<file path="src/rtl/gram_dfii_wb_responder.sv">
// Wishbone-to-DFI software control port: register window driving phase-0 DFI.
// Optional read-data capture path enabled by defining GRAM_DFII_RDDATA_EN.
module gram_dfii_wb_responder #(
  parameter logic [29:0] BASE = 30'h2400
) (
  input  logic        clk,
  input  logic        rst_n,
  input  logic [29:0] wb_adr,
  input  logic [31:0] wb_dat_w,
  output logic [31:0] wb_dat_r,
  input  logic [3:0]  wb_sel,
  input  logic        wb_cyc,
  input  logic        wb_stb,
  input  logic        wb_we,
  output logic        wb_ack,
  output logic [13:0] dfi_address,
  output logic [2:0]  dfi_bank,
  output logic        dfi_cs_n,
  output logic        dfi_we_n,
  output logic        dfi_cas_n,
  output logic        dfi_ras_n,
  output logic        dfi_cke,
  output logic        dfi_odt,
  output logic        dfi_reset_n,
  output logic        hw_sel
`ifdef GRAM_DFII_RDDATA_EN
  ,
  input  logic [31:0] dfi_rddata,
  input  logic        dfi_rddata_valid,
  output logic        dfi_rddata_en,
  output logic        dfi_wrdata_en
`endif
);

  typedef enum logic {
    IDLE,
    ACK
  } state_t;

  state_t      state_q;
  state_t      state_d;
  logic        hit;
  logic [2:0]  off;
  logic        commit;
  logic        wr;
  logic        issue_go;
  logic        pend;
  logic [31:0] rd_val;
  logic [3:0]  ctrl;
  logic [5:0]  cmd;
  logic [13:0] addr;
  logic [2:0]  bank;
  logic [31:0] rdd;
  logic        unused_bits;

  assign unused_bits = ^{wb_dat_w[31:14], wb_sel[3:2]};

  assign hit    = wb_cyc & wb_stb & (wb_adr[29:3] == BASE[29:3]);
  assign off    = wb_adr[2:0];
  assign commit = (state_q == IDLE) & hit;
  assign wr     = commit & wb_we;
  assign wb_ack = (state_q == ACK);

  assign issue_go = wr & (off == 3'd2)
                  & wb_sel[0] & wb_dat_w[0];

  always_comb begin
    state_d = state_q;
    unique case (state_q)
      IDLE: if (hit) state_d = ACK;
      ACK:  state_d = IDLE;
    endcase
  end

`ifdef GRAM_DFII_RDDATA_EN
  always_ff @(posedge clk or negedge rst_n) begin
    if (!rst_n) begin
      rdd <= '0;
    end else if (dfi_rddata_valid) begin
      rdd <= dfi_rddata;
    end
  end
`else
  assign rdd = '0;
`endif

  always_comb begin
    rd_val = '0;
    unique case (1'b1)
      off == 3'd0: rd_val = {28'd0, ctrl};
      off == 3'd1: rd_val = {26'd0, cmd};
      off == 3'd3: rd_val = {18'd0, addr};
      off == 3'd4: rd_val = {29'd0, bank};
      off == 3'd6: rd_val = rdd;
      default:     rd_val = '0;
    endcase
  end

  always_ff @(posedge clk or negedge rst_n) begin
    if (!rst_n) begin
      state_q  <= IDLE;
      wb_dat_r <= '0;
    end else begin
      state_q  <= state_d;
      wb_dat_r <= commit ? rd_val : '0;
    end
  end

  always_ff @(posedge clk or negedge rst_n) begin
    if (!rst_n) begin
      ctrl <= '0;
      cmd  <= '0;
      addr <= '0;
      bank <= '0;
    end else if (wr) begin
      if (off == 3'd0 && wb_sel[0])
        ctrl <= wb_dat_w[3:0];
      if (off == 3'd1 && wb_sel[0])
        cmd <= wb_dat_w[5:0];
      if (off == 3'd3 && wb_sel[0])
        addr[7:0] <= wb_dat_w[7:0];
      if (off == 3'd3 && wb_sel[1])
        addr[13:8] <= wb_dat_w[13:8];
      if (off == 3'd4 && wb_sel[0])
        bank <= wb_dat_w[2:0];
    end
  end

  // pend marks the ACK cycle; the command fires on the following cycle
  always_ff @(posedge clk or negedge rst_n) begin
    if (!rst_n) begin
      pend      <= 1'b0;
      dfi_cs_n  <= 1'b1;
      dfi_we_n  <= 1'b1;
      dfi_cas_n <= 1'b1;
      dfi_ras_n <= 1'b1;
    end else begin
      pend      <= issue_go;
      dfi_cs_n  <= ~(pend & cmd[0]);
      dfi_we_n  <= ~(pend & cmd[1]);
      dfi_cas_n <= ~(pend & cmd[2]);
      dfi_ras_n <= ~(pend & cmd[3]);
    end
  end

`ifdef GRAM_DFII_RDDATA_EN
  always_ff @(posedge clk or negedge rst_n) begin
    if (!rst_n) begin
      dfi_rddata_en <= 1'b0;
      dfi_wrdata_en <= 1'b0;
    end else begin
      dfi_rddata_en <= pend & cmd[5];
      dfi_wrdata_en <= pend & cmd[4];
    end
  end
`endif

  assign dfi_address = addr;
  assign dfi_bank    = bank;
  assign hw_sel      = ctrl[0];
  assign dfi_cke     = ctrl[1];
  assign dfi_odt     = ctrl[2];
  assign dfi_reset_n = ctrl[3];

endmodule

</file>
<file path="config.mk">
export PLATFORM = sky130hd
export DESIGN_NAME = gram_dfii_wb_responder
export DESIGN_NICKNAME = d
export VERILOG_FILES = /design/src/rtl/gram_dfii_wb_responder.sv
export SDC_FILE = /design/constraint.sdc
export NUM_CORES = 1
export LEC_CHECK = 0
export CORE_MARGIN = 10
export CORE_UTILIZATION = 45
export DETAILED_ROUTE_END_ITERATION = 7
export DONT_BUFFER_PORTS = 1
export PLACE_DENSITY = 0.6
export SLEW_MARGIN = 5
export SYNTH_ARGS = -nofsm -noshare
export SYNTH_HDL_FRONTEND = slang
export SYNTH_SLANG_ARGS = --single-unit
</file>
<file path="constraint.sdc">
create_clock -name clk -period 3 [get_ports clk]
set_clock_uncertainty 0.1 [all_clocks]
set_input_delay 0.45 -clock clk [delete_from_list [all_inputs] [get_ports clk]]
set_output_delay 0.45 -clock clk [all_outputs]
set_load 0.05 [all_outputs]
</file>
==> reports/summary.md <==
0 antenna diodes ended up in the layout. The top cell types in the final layout, fill and taps aside, are 43 x sky130_fd_sc_hd__dfrtp_1, 18 x sky130_fd_sc_hd__conb_1, 12 x sky130_fd_sc_hd__mux2_1, 9 x sky130_fd_sc_hd__nand2_1. The run gives 0.00820 mm² as the die area. Setup repair after global routing left no endpoint under its margin.

Walking the worst path, the cells encountered are nor4_4 -> nand4_4 -> nor4_1 -> mux2_2. For this configuration, the core starts out at a cell density of 46.8%. The required arrival time at the worst endpoint was 3090 ps.

Summing the areas of all xor and xnor instances in the mapped netlist gives 0% of the synthesized area. Setup slack closes at 659 ps. Summed over all cells, the static leakage comes to 1.12 nW. The share of synthesized area occupied by flip-flops and latches is 52.7%. TritonCTS built the clock tree. The maximum vdd drop came out at 0.000215 V.

Number of buffers and inverters on the critical path: 0. Among cell families on the critical path, the largest total delay comes from simple AND/OR/NAND/NOR gates. Post-synthesis share of cell area spent on full adders, half adders and majority gates: 0%. The period utilization was 78.0%. The routed metal-1 wirelength is 1960 µm, and the detailed-route wire length is 5120 µm.

The number of flops mapped to enable cells by yosys came out at 0. Post-CTS repair changed the size of 0 cells. Adding up every negative setup slack in the final design gives 0 ps.

The filler cells instantiated in the layout total 412. The logs give 300 ps for the later-pin clock latency in the skew report and 12.2% for the aggregate global-route resource usage. Combinational family with the most area after synthesis: simple AND/OR/NAND/NOR gates.

The HPWL after detailed placement is 4120 µm. Data arrives at the worst endpoint at 2430 ps. Row generation in the floorplan step produced 25 rows. After detailed routing, the met3 layer carries 685 µm of wire. STA classifies the critical path startpoint as a flip-flop. The biggest fanout along the worst timing path came out at 7.

The layout-stage area growth over the synthesis result is 7.43%, and the final hold violation count is 0. The commonest non-fill, non-tap cell in the layout was sky130_fd_sc_hd__dfrtp_1. The tools report the worst-case setup slack after placement as 648 ps. The layout net count is 238, and the per-instance average area after synthesis is 13.9 µm².

The delay of the slowest critical-path stage came out at 630 ps. Dividing the detail-routed wire length by the instance count gives 21.8 µm. For this run, the number of Yosys warnings is 0.

The tools report the initial antenna violation count as 0. In this run the worst hold path is classified as input port to flip-flop. The pin slew with the least headroom to its limit came out at 779 ps. The area fraction in and, or, nand and nor cells after synthesis is 19.1%. The via count of the first global-routing pass was 1414.

The run gives 965 µm² as the multi-input logic area. By area the synthesized netlist is led by sky130_fd_sc_hd__dfrtp_1 48%, sky130_fd_sc_hd__buf_4 6.0%, sky130_fd_sc_hd__mux2_1 6.0%. In this run the deepest clock path goes through 2 buffers. The CTS clock-pin slew for the worst setup and hold paths came out at 90 ps. The worst path in the final design needs a cycle of 2340 ps, including I/O delays and setup.

For this design the ratio of total power to cell area is 495 mW/mm². The number of buffers created by CTS is 5, and the worst reg-to-reg setup slack is 660 ps. Routed signal wires occupy layers up through met4. The total number of vias is 1270.

In the synthesized netlist the dominant register cell turns out to be sky130_fd_sc_hd__dfrtp_1. Of the cells placed in the final design, the portion with a size suffix greater than 1 is 26.2%. The multiplexer area fraction after synthesis was 15.4%; the vertical die dimension was 90.5 µm. In this run the biggest area consumer among cell types represents 48.0% of the synthesized area.

Root buffer cell: sky130_fd_sc_hd__clkbuf_8. Across the run, the number of max-cap violations was 0. Number of max-slew violations in the final report: 0.

Registers take 0.00118 mm². The tools report the final antenna-violating net count as 0. The vias per cell came out at 5.40. The total overflow left after global routing is 0. Counting distinct cell types in the post-synthesis netlist gives 36. The number of buffers inserted by port buffering works out to 0. The cell at the slowest stage of the critical path is sky130_fd_sc_hd__nor4_1. Entering global routing, the biggest net connects 48 pins. The compound-gate portion of the synthesized area works out to 5.59%. Count of boundary I/O pins: 129. In this run, the number of DRC markers left after iteration 0 of detailed routing was 75. CTS saw 47 sinks.

The mapped netlist covers 0.00224 mm². The largest area contributor in the synthesized netlist is sky130_fd_sc_hd__dfrtp_1. For this run, the top clock speed supported by timing is 0.427 GHz. The flop and latch count out of synthesis works out to 47. Setup violations remaining at the end of the flow were counted as 0.

The cell count after synthesis came out at 161. The run finished with clean final reports. The post-CTS repair timing setup buffer count came out at 0.

In the synthesized netlist the async set-or-reset flop fraction comes to 100%. In this run the tightest slew margin relative to its limit is 47.7%. The core region is 0.00479 mm². The first global-routing pass estimated 8020 µm of wire. For the DRC violation count after routing, the log shows 0. Number of search-and-repair iterations in the first detailed-routing pass: 4. The routability congestion estimate from global placement was 0.749. The worst setup path is captured at a flip-flop.

Worst setup path category: flip-flop to flip-flop. The H-tree was split into 2 levels. From left edge to right edge, the die measures 90.5 µm. The detailed route wirelength on metal2 is 2430 µm.
==> cells in the mapped netlist, types with 2 or more instances <==
cell / n
sky130_fd_sc_hd__a2111oi_0: 5
sky130_fd_sc_hd__and2_1: 8
sky130_fd_sc_hd__nand4_4: 2
sky130_fd_sc_hd__nor4b_2: 3
sky130_fd_sc_hd__buf_4: 18
sky130_fd_sc_hd__nor2b_1: 2
sky130_fd_sc_hd__mux2_1: 12
sky130_fd_sc_hd__clkbuf_1: 4
sky130_fd_sc_hd__mux2_2: 7
sky130_fd_sc_hd__a22oi_1: 2
sky130_fd_sc_hd__nor3_1: 4
sky130_fd_sc_hd__dfrtp_1: 43
sky130_fd_sc_hd__dfstp_2: 4
sky130_fd_sc_hd__nor4_4: 6
sky130_fd_sc_hd__mux2_4: 8
sky130_fd_sc_hd__nor2_1: 3
sky130_fd_sc_hd__a32o_1: 2
sky130_fd_sc_hd__a221oi_1: 2
sky130_fd_sc_hd__nand2_1: 9
==> flip-flops by register name, summed over array words and instances (netlist names) <==
register	cells
cmd	6
ctrl	4
dfi_address	14
dfi_bank	3
dfi_cas_n	1
dfi_cs_n	1
dfi_ras_n	1
dfi_we_n	1
pend	1
wb_ack	1
wb_dat_r	14
==> logic make-up after synthesis <==
logic type,after synthesis
compound gates,15
buf+inv,24
flops,47
mux,28
other cells,1
simple gates,46
==> cell type report <==
type / count / area share [%]
clock buffer: 5 / 2.86
clock inverter: 3 / 1.98
inverter: 2 / 0.312
multi-input combinational: 107 / 40.1
sequential: 47 / 49.1
tap: 67 / 3.48
timing repair buffer: 4 / 2.18
==> power breakdown <==
group          total [W]  internal (W)      switching, W
Sequential      0.000633      0.000633  0.00000000000632
Clock           0.000469      0.000253          0.000217
Combinational  0.0000881     0.0000149         0.0000732
==> per-stage QoR <==
| stage | util, % | total power [W] | cells | cell area (µm²) | hold slack [ps] |
|---|---|---|---|---|---|
| 5_1_grt | 50.3 | 0.00124 | 235 | 2410 | 105 |
| 6_report | 50.3 | 0.00119 | 235 | 2410 | 127 |
| 3_5_place_dp | 47.1 | 0.000715 | 225 | 2250 | 56.8 |
| 3_3_place_gp | 47.1 | 0.000715 | 225 | 2250 | 56.6 |
| 4_1_cts | 50.3 | 0.00120 | 235 | 2410 | 111 |
| 2_1_floorplan | - | 0.000736 | 178 | 2300 | 54.4 |
==> timing repair <==
action,in CTS,in global routing
setup endpoints to repair,0,0
hold buffers,2,0
endpoints found under the hold margin,47,0
==> path summary, 6_finish.rpt <==
| kind | start | to | depth (start not counted) |
|---|---|---|---|
| min in group asynchronous | rst_n | dfi_address[5] | 2 |
| max in group asynchronous | rst_n | dfi_cs_n | 2 |
| worst min register to register | cmd[3] | dfi_ras_n | 1 |
| worst max-delay path | wb_ack | dfi_bank[2] | 4 |
| worst max register to register | wb_ack | dfi_bank[2] | 4 |
| worst min-delay path | wb_adr[2] | wb_dat_r[3] | 1 |
==> routing by layer <==
layer / track usage (%) / vias to the layer above
li1: - / 567
met1: 13.4 / 616
met2: 19.2 / 83
met3: 7.56 / 4
met4: 2.92 / 0
met5: 0 / -
Power figures use the tool's default switching activity.
